## src/rtl/fc_binary_neuron.sv

```systemverilog
// Binary-weight fully connected output neuron.
// A frame of BEATS beats, each carrying LANES signed activations, is reduced
// to one signed dot product against a serially loaded 1-bit weight vector
// (1 = +1, 0 = -1). All arithmetic wraps modulo 2^DW.
// The reset input keeps its historical name rstn but is active-high.
module fc_binary_neuron #(
    parameter int LANES = 6,
    parameter int BEATS = 32,
    parameter int DW    = 32
) (
    input  logic          clk,
    input  logic          rstn,
    input  logic          ivalid,
    input  logic [DW-1:0] din_0,
    input  logic [DW-1:0] din_1,
    input  logic [DW-1:0] din_2,
    input  logic [DW-1:0] din_3,
    input  logic [DW-1:0] din_4,
    input  logic [DW-1:0] din_5,
    input  logic          weight,
    input  logic          weight_en,
    output logic          ovalid,
    output logic [DW-1:0] dout
);

    localparam int NW = LANES * BEATS;
    localparam int PW = $clog2(NW);
    localparam int CW = $clog2(BEATS);

    logic [NW-1:0]    wreg;
    logic [PW-1:0]    wptr;
    logic [CW-1:0]    beat_cnt;
    logic [DW-1:0]    acc;

    logic [DW-1:0]    lane [LANES];
    logic [DW-1:0]    term [LANES];
    logic [PW-1:0]    wbase;
    logic [LANES-1:0] wbeat;
    logic [DW-1:0]    beat_sum;
    logic             beat_accept;
    logic             last_beat;

    assign lane[0] = din_0;
    assign lane[1] = din_1;
    assign lane[2] = din_2;
    assign lane[3] = din_3;
    assign lane[4] = din_4;
    assign lane[5] = din_5;

    // A simultaneous weight write wins; the beat is dropped entirely.
    assign beat_accept = ivalid & ~weight_en;
    assign last_beat   = (beat_cnt == CW'(BEATS - 1));

    // Weights for beat k live at indices LANES*k .. LANES*k+LANES-1.
    assign wbase = PW'(beat_cnt) * PW'(LANES);
    assign wbeat = wreg[wbase +: LANES];

    // Each lane contributes +din or -din depending on its weight bit.
    for (genvar j = 0; j < LANES; j++) begin : g_term
        assign term[j] = wbeat[j] ? lane[j] : (~lane[j] + DW'(1));
    end

    // Combinational reduction of the lane terms for the current beat.
    always_comb begin
        beat_sum = '0;
        for (int i = 0; i < LANES; i++) begin
            beat_sum = beat_sum + term[i];
        end
    end

    // Serial weight store with a wrapping write pointer.
    always_ff @(posedge clk or posedge rstn) begin
        if (rstn) begin
            wreg <= '0;
            wptr <= '0;
        end else if (weight_en) begin
            wreg[wptr] <= weight;
            wptr       <= (wptr == PW'(NW - 1)) ? '0 : wptr + PW'(1);
        end
    end

    // Beat counter and running sum; the final beat publishes the result.
    always_ff @(posedge clk or posedge rstn) begin
        if (rstn) begin
            beat_cnt <= '0;
            acc      <= '0;
        end else if (beat_accept) begin
            if (last_beat) begin
                beat_cnt <= '0;
                acc      <= '0;
            end else begin
                beat_cnt <= beat_cnt + CW'(1);
                acc      <= acc + beat_sum;
            end
        end
    end

    // Result register and one-cycle valid pulse; dout holds between frames.
    always_ff @(posedge clk or posedge rstn) begin
        if (rstn) begin
            ovalid <= 1'b0;
            dout   <= '0;
        end else begin
            ovalid <= 1'b0;
            if (beat_accept && last_beat) begin
                ovalid <= 1'b1;
                dout   <= acc + beat_sum;
            end
        end
    end

endmodule

```

## config.mk

```make
export PLATFORM = sky130hd
export DESIGN_NAME = fc_binary_neuron
export DESIGN_NICKNAME = d
export VERILOG_FILES = /design/src/rtl/fc_binary_neuron.sv
export SDC_FILE = /design/constraint.sdc
export NUM_CORES = 1
export LEC_CHECK = 0
export CELL_PAD_IN_SITES_DETAIL_PLACEMENT = 2
export CELL_PAD_IN_SITES_GLOBAL_PLACEMENT = 2
export CORE_UTILIZATION = 35
export CTS_BUF_LIST = sky130_fd_sc_hd__clkbuf_4 sky130_fd_sc_hd__clkbuf_8 sky130_fd_sc_hd__clkbuf_16
export DETAILED_ROUTE_END_ITERATION = 6
export GPL_ROUTABILITY_DRIVEN = 0
export PLACE_DENSITY = 0.8
export SETUP_SLACK_MARGIN = 0.1
export SLEW_MARGIN = 20
export SYNTH_ARGS = -nofsm -noshare
export SYNTH_HDL_FRONTEND = slang
export SYNTH_SLANG_ARGS = --single-unit
```

## constraint.sdc

```tcl
create_clock -name clk -period 24.2 [get_ports clk]
set_clock_uncertainty 0.05 [all_clocks]
set_input_delay 6.05 -clock clk [delete_from_list [all_inputs] [get_ports clk]]
set_output_delay 6.05 -clock clk [all_outputs]
set_load 0.005 [all_outputs]
```

**Yosys cells after proc, flatten, opt, wreduce, memory -nomap -nowiden**

Cells that the tools add are included.

- Output and inout port bits: 33
- Word-level logic and storage cells: 49
- Register bits: 270
- Input bits: 197

- Reduce and logical (&&, ||, !) cells: 2
- Bitwise operators: 8
- $mul: 1
- Eq/ne operators: 2
- Mux-type cells: 13
- $add $sub $neg: 14
- Shift-type cells: 1
- Magnitude comparators: 2

Operator list:

| kind | number |
|---|---|
| $mux W32 | 7 |
| $add A32 B1 Y32 const B | 6 |
| $add A32 B32 Y32 | 6 |
| $bwmux W192 | 1 |
| $not A32 Y32 | 6 |
| $shiftx A192 B9 Y6 | 1 |
| $lt A8 B9 Y1 const B | 1 |
| $add A8 B1 Y8 const B | 1 |
| $demux W1 S8 | 1 |
| $eq A8 B8 Y1 const B | 1 |
| $ge A8 B1 Y1 const B | 1 |
| $mux W8 | 1 |
| $mul A5 B2 Y7 const B | 1 |
| $add A5 B1 Y5 const B | 1 |
| $eq A5 B5 Y1 const B | 1 |
| $mux W5 | 1 |
| $logic_and A1 B1 Y1 | 2 |
| $mux W1 | 2 |
| $and A1 B1 Y1 | 1 |
| $not A1 Y1 | 1 |

**Depth between registers and ports, before layout**

Gate-level depths: netlist of run 1.

- Depth in word-level cells: 10
- Depth in mapped cells: 32

**Worst setup path before layout of run 1**

No wires, ideal clock.

- Kind: input to register
- From: input port din_2[16]
- To: register dout[31]
- Library setup time: 136 ps
- Data arrival time: 12115 ps
- Required time: 24014 ps
- Setup slack: 11899 ps
- Cell stages on the path: 22
- Cells stage by stage: or4_1 -> or3_1 -> or4_1 -> or3_1 -> or3_1 -> o41ai_1 -> xor2_1 -> fa_1 -> inv_1 -> fa_1 -> inv_1 -> fa_1 -> fa_1 -> xnor2_1 -> xnor2_1 -> xnor2_1 -> xnor2_1 -> xnor2_1 -> xnor3_1 -> xnor3_1 -> xnor2_1 -> o21ai_0

- Cells in the longest elaborated chain, start to end: 8

RTL lines:

| item | RTL line | text |
|---|---|---|
| from (decl) | 16 | `input logic [DW-1:0] din_2,` |
| $not A32 Y32 | 60 | `assign term[j] = wbeat[j] ? lane[j] : (~lane[j] + DW'(1));` |
| $add A32 B1 Y32 | 60 |  |
| $mux W32 (*) | 60 |  |
| $add A32 B32 Y32 (*) (4 in a row) | 67 | `beat_sum = beat_sum + term[i];` |
| $add A32 B32 Y32 (*) | 107 | `dout <= acc + beat_sum;` |
| to (signal assigned) | 107 |  |
| to (decl) | 23 | `output logic [DW-1:0] dout` |

Mark *: on every way between the ends. The rest lies on a longest branch, timed or not.
A chain may end at the register's enable or synchronous reset.

**Final worst setup path of run 1**

- From: input port din_5[7]
- To: register acc[30]

- Cells in the longest elaborated chain, start to end: 6

RTL lines:

| item | RTL line | text |
|---|---|---|
| from (decl) | 19 | `input logic [DW-1:0] din_5,` |
| $not A32 Y32 | 60 |  |
| $add A32 B1 Y32 | 60 |  |
| $mux W32 (*) | 60 |  |
| $add A32 B32 Y32 (*) | 67 |  |
| $add A32 B32 Y32 (*) | 93 | `acc <= acc + beat_sum;` |
| $mux W32 (*) | 88 | `if (last_beat) begin` |
| to (signal assigned) | 93 |  |
| to (decl) | 33 | `logic [DW-1:0] acc;` |

Marks and branches as above.

==> flow_summary.ini, run 1 <==
[run_status]
status = complete, no violations

[clocking]
clkSinkCount = 270
worst_skew_pair.late_latency_ns = 0.61
cts_clock_pin_slew_for_the_worst_setup_and_hold_paths_ns = 0.06
clk_root_buffer_cell = sky130_fd_sc_hd__clkbuf_16
hold_buffers = 0
tritoncts.num_buffers = 30
clock_tree.buffer_depth = 3
post_cts.repair.setup_buffers = 0
cts_max_level = 1
cts_tree = built
cts_repair_resize_count = 0

[worst_setup_path]
r2r_start = beat_cnt[1]$_DFFE_PP0P_
arrival_ns = 13.53
crit_path_start_kind = primary input
required_ns = 24.69
crit_path_max_fanout = 7
reg2reg_slack_ns = 14.87
cp-startpoint = din_5[7]
critical_path.endpoint_type = flip-flop
worstSetupPathType = primary input to flip-flop

[yosys]
netlist_top_cells_area = sky130_fd_sc_hd__dfrtp_1, sky130_fd_sc_hd__fa_1, sky130_fd_sc_hd__mux2_2
yosys.area.top_type = sky130_fd_sc_hd__dfrtp_1
post_syn_area_um2 = 21600
netlist_instances = 2126
ys_ff_latch = 270
netlist_top_cells_count = sky130_fd_sc_hd__dfrtp_1, sky130_fd_sc_hd__nor2_1, sky130_fd_sc_hd__mux2_2, sky130_fd_sc_hd__inv_1, sky130_fd_sc_hd__nand2_1
synthArstFlopShare = 1.00
yosysTopAreaCellShare = 0.313
synth-edff-count = 0
yosys_most_used_dff = sky130_fd_sc_hd__dfrtp_1
yosys_warnings = 0
synth_nets = 2520
synthMostInstantiatedCell = sky130_fd_sc_hd__dfrtp_1
synth.yosys.seq_area_share = 0.313
syn-mean-instance-area_um2 = 10.2
netlist-cell-type-count = 66

[grt]
globalRouteOverflowTotal = 0
first_global_vias = 20100
number_of_antenna_violations_at_the_first_check_in_global_routing = 7
wire_length_of_the_first_global_routing_pass_mm = 120
grt_usage = 0.247
largest_net_degree_at_the_start_of_global_routing = 124

[floorplan]
coreArea_um2 = 60700
io_pins = 230
fp.dieArea_um2 = 62700
rows = 90
die_width_um = 250
die_height_um = 250
start_util = 0.356

[route]
dr.pass1.iters = 5
ant_nets = 0
dr.first_iter.drc_count = 734
detailroute.wirelength.met2_mm = 39.0
route.vias.total = 17400
top_layer = met5
met1_length_mm = 32.0
avgViaCountPerCell = 5.60
wl_mm = 77.2
dr_wl_met3_mm = 3.56
drc_errors = 0
average_wire_per_standard_cell_um = 24.9

[sta]
fin_setup_tns_ns = 0
layout_worst_path_cycle_share = 0.539
final-setup-viol-count = 0
final-max-slew-violation-count = 0
number_of_failing_hold_endpoints_at_the_final_stage = 0
worst_margin_slew_ns = 1.12
max_clock_freq_ghz = 0.0767
slew-limit-headroom = 0.253
finalWorstPathRequiredPeriod_ns = 13.04
rsz0062_at_grt = no
final.hold.worst_slack_ns = 0.437

[finish]
final_layout_size_suffix_gt1_frac = 0.148
areaGrowthSynthToFinish_pct = 18.8
layout.nets = 2689
design_area_um2 = 25700
finish.cell_count_without_fillers = 3103

[placement]
place_area_um2 = 24600
port_buffers = 229
post-place-cells = 3045
dpl.hpwl_mm = 58.4

[worst_hold_path]
min_path_type = flip-flop to flip-flop
timing.hold.worst.start = dout[15]$_DFFE_PP0P_

[flow_run]
max-cap-violations = 0
final cells by class:
cell class / instances / area, um2
Antenna cell: 4 / 10.0
Clock buffer: 47 / 916
Clock inverter: 7 / 135
Fill cell: 6327 / 35000
Inverter: 172 / 653
Multi-Input combinational cell: 1576 / 13800
Sequential cell: 270 / 6760
Tap cell: 782 / 978
Timing Repair Buffer: 245 / 2410
per-layer routing:
metal	vias up	global-route usage
li1	7637	-
met3	145	0.0400
met4	4	0.0831
met1	9176	0.302
met2	409	0.438
met5	-	0
registers in the layout, summed over array words and instances, names as in the netlist:
name,flops
wreg,192
wptr,8
ovalid,1
beat_cnt,5
dout,32
acc,32
critical path, stage by stage:
cell and delay [ns]:
sky130_fd_sc_hd__clkdlybuf4s50_1 0.47, sky130_fd_sc_hd__or4_1 0.64, sky130_fd_sc_hd__or3_1 0.40, sky130_fd_sc_hd__or3_1 0.51, sky130_fd_sc_hd__o41ai_1 0.34, sky130_fd_sc_hd__xnor2_1 0.20
sky130_fd_sc_hd__fa_1 0.47, sky130_fd_sc_hd__fa_1 0.53, sky130_fd_sc_hd__fa_1 0.55, sky130_fd_sc_hd__inv_1 0.06, sky130_fd_sc_hd__fa_1 0.55, sky130_fd_sc_hd__inv_1 0.05
sky130_fd_sc_hd__ha_1 0.39, sky130_fd_sc_hd__nand4_1 0.18, sky130_fd_sc_hd__nor2_1 0.20, sky130_fd_sc_hd__nand3_1 0.10, sky130_fd_sc_hd__a211oi_1 0.39, sky130_fd_sc_hd__o21ai_0 0.31
sky130_fd_sc_hd__a21oi_1 0.33, sky130_fd_sc_hd__o211ai_1 0.21, sky130_fd_sc_hd__a2111oi_0 0.45, sky130_fd_sc_hd__a211o_1 0.16
path summary, 6_finish.rpt:
| check | endpoint | cells past startpoint |
|---|---|---|
| setup / recovery | acc[30]$_DFFE_PP0P_ | 22 |
| hold / removal | dout[15]$_DFFE_PP0P_ | 2 |
| setup reg to reg | dout[28]$_DFFE_PP0P_ | 23 |
| hold reg to reg | dout[15]$_DFFE_PP0P_ | 2 |
| max in group asynchronous | beat_cnt[0]$_DFFE_PP0P_ | 3 |
| min in group asynchronous | wreg[66]$_DFFE_PP0P_ | 2 |
per-stage QoR:
stage	setup slack [ns]	util
final	11.16	0.423
after global routing	10.77	0.423
after CTS	11.20	0.422
after detailed placement	10.61	0.405
after global placement	10.91	0.405
after floorplan	10.66	-
placed cells by master, fill, tap and decap left out, types with 35 or more instances in the layout:
master	n
sky130_fd_sc_hd__nand2_1	164
sky130_fd_sc_hd__clkdlybuf4s50_1	228
sky130_fd_sc_hd__mux2_2	210
sky130_fd_sc_hd__dfrtp_1	268
sky130_fd_sc_hd__xnor2_1	155
sky130_fd_sc_hd__fa_1	152
sky130_fd_sc_hd__xor2_1	59
sky130_fd_sc_hd__o31ai_1	52
sky130_fd_sc_hd__o21ai_0	102
sky130_fd_sc_hd__ha_1	45
sky130_fd_sc_hd__inv_1	169
sky130_fd_sc_hd__nor2_1	229
sky130_fd_sc_hd__mux4_2	35
cell families (layout without fill, tap and decap cells):
family | after synthesis | in the layout | share of synthesized area
fa+ha+maj | 197 | 197 | 0.167
xor+xnor | 216 | 216 | 0.0889
compound gates | 313 | 313 | 0.0990
mux | 274 | 274 | 0.159
buf+inv | 280 | 471 | 0.0491
other cells | 0 | 4 | 0
simple gates | 576 | 576 | 0.123
flops | 270 | 270 | 0.313
Power of run 1 is left out: the tool's default activity adds up to more than one toggle a clock period on the data nets, which glitch-free logic cannot reach.
==> run 2, diff against run 1 <==
CORE_UTILIZATION = 34   (was 35)
PLACE_DENSITY = 0.81   (was 0.8)
clock period = 11.3 ns   (was 24.2 ns; I/O delays follow)
==> flow_summary.ini, run 2 (synthesis gave the netlist of run 1 again) <==
[finish]
design_area_um2 = 25700
registers.top_by_ff_count = wreg
final_cell_mix = sky130_fd_sc_hd__dfrtp_1, sky130_fd_sc_hd__nor2_1, sky130_fd_sc_hd__clkdlybuf4s50_1
layout.nets = 2690
final_layout_size_suffix_gt1_frac = 0.148
largestRegisters = wreg x192, acc x32, dout x32
areaGrowthSynthToFinish_pct = 18.9
fillerInstances = 6662
finish.cell_count_without_fillers = 3165
most_common_cell_after_layout_fill_and_taps_aside = sky130_fd_sc_hd__dfrtp_1
largest_register_ffs = 192

[sta]
number_of_failing_hold_endpoints_at_the_final_stage = 0
finalWorstPathRequiredPeriod_ns = 9.81
max_clock_freq_ghz = 0.102
worst_margin_slew_ns = 1.10
layout_worst_path_cycle_share = 0.868
final-setup-viol-count = 0
fin_setup_tns_ns = 0
final-max-slew-violation-count = 0
slew-limit-headroom = 0.263
rsz0062_at_grt = no

[run_status]
status = complete, no violations

[grt]
wire_length_of_the_first_global_routing_pass_mm = 122
largest_net_degree_at_the_start_of_global_routing = 151
first_global_vias = 20300
globalRouteOverflowTotal = 0
number_of_antenna_violations_at_the_first_check_in_global_routing = 7
grt_usage = 0.246

[worst_setup_path]
cpLargestDelayFamily = adder cells
cpMostUsedCell = sky130_fd_sc_hd__fa_1
worstSetupPathType = primary input to flip-flop
critical_path.endpoint_type = flip-flop
cpMaxStageDelayCell = sky130_fd_sc_hd__fa_1
critical_path_buf_inv_count = 3
crit_path_start_kind = primary input
worstPathCellList = clkdlybuf4s50_1 > or3_1 > or3_1 > or3_1 > or2_2 > o31ai_1 > xnor2_1 > fa_1 > fa_1 > fa_1 > inv_1 > fa_1 > inv_1 > ha_1 > nand4_1 > a2111oi_0 > o21ai_0 > a311oi_1 > o21ai_0 > a21boi_0 > o21ai_0 > a32o_1
slowest_stage_delay_cp_ns = 0.57
crit_path_max_fanout = 7
required_ns = 11.74
arrival_ns = 10.25

[floorplan]
rows = 92
die_height_um = 254
die_width_um = 254
coreArea_um2 = 62900
start_util = 0.344
io_pins = 230
fp.dieArea_um2 = 64500

[placement]
dpl.hpwl_mm = 60.5
post-place-cells = 3109
port_buffers = 229
place_area_um2 = 24700

[clocking]
cts_max_level = 1
hold_buffers = 0
cts_clock_pin_slew_for_the_worst_setup_and_hold_paths_ns = 0.06
clock_tree.buffer_depth = 3
cts_tree = built
worst_skew_pair.late_latency_ns = 0.61
cts_repair_resize_count = 0
clk_root_buffer_cell = sky130_fd_sc_hd__clkbuf_16
tritoncts.num_buffers = 31
clkSinkCount = 270
post_cts.repair.setup_buffers = 0

[flow_run]
max-cap-violations = 0

[route]
wl_mm = 79.0
dr.pass1.iters = 5
average_wire_per_standard_cell_um = 25.0
drc_errors = 0
dr.first_iter.drc_count = 680
route.vias.total = 17400
ant_nets = 0
avgViaCountPerCell = 5.50

[worst_hold_path]
min_path_type = flip-flop to flip-flop
==> run 2: worst paths after layout <==
kind | endpoint | slack [ns] | from | cells after the start
setup / recovery | acc[29]$_DFFE_PP0P_ | 1.49 | din_4[4] | 22
hold / removal | dout[19]$_DFFE_PP0P_ | 0.43 | dout[19]$_DFFE_PP0P_ | 2
setup reg to reg | dout[28]$_DFFE_PP0P_ | 2.12 | beat_cnt[0]$_DFFE_PP0P_ | 22
hold reg to reg | dout[19]$_DFFE_PP0P_ | 0.43 | dout[19]$_DFFE_PP0P_ | 2
max in group asynchronous | wreg[45]$_DFFE_PP0P_ | 6.85 | rstn | 3
min in group asynchronous | wreg[60]$_DFFE_PP0P_ | 2.75 | rstn | 2
==> run 2: layer usage <==
layer | track usage | vias to the layer above | share of wire
met3 | 0.0306 | 127 | 0.045
li1 | - | 7628 | -
met1 | 0.306 | 9206 | 0.42
met4 | 0.0775 | 8 | 0.028
met2 | 0.441 | 439 | 0.51
met5 | 0 | - | 0.00071
==> run 2: final cells by class <==
class                   count  area, um2  share of cell area
multi-input cells        1576      13800               0.537
flip-flops and latches    270       6760               0.263
repair buffers            245       2410              0.0940
well taps                 846       1060              0.0412
clock buffers              43        891              0.0347
inverters                 172        658              0.0256
clock inverters            10       96.3             0.00375
diodes                      3       7.51            0.000292
==> run 2: tightest hold or removal path, stage by stage (launching register included) <==
cell and delay (ns):
sky130_fd_sc_hd__dfrtp_1 0.34, sky130_fd_sc_hd__nand2_1 0.05, sky130_fd_sc_hd__o31ai_1 0.05
==> run 2: per-stage QoR <==
stage / setup WS, ns / util / hold slack (ns)
after floorplan: 0.986 / - / 0.416
after global placement: 1.16 / 0.392 / 0.412
after detailed placement: 0.857 / 0.392 / 0.421
after CTS: 1.45 / 0.408 / 0.436
after global routing: 1.11 / 0.408 / 0.462
final: 1.49 / 0.408 / 0.432
Power of run 2 is left out for the same reason.
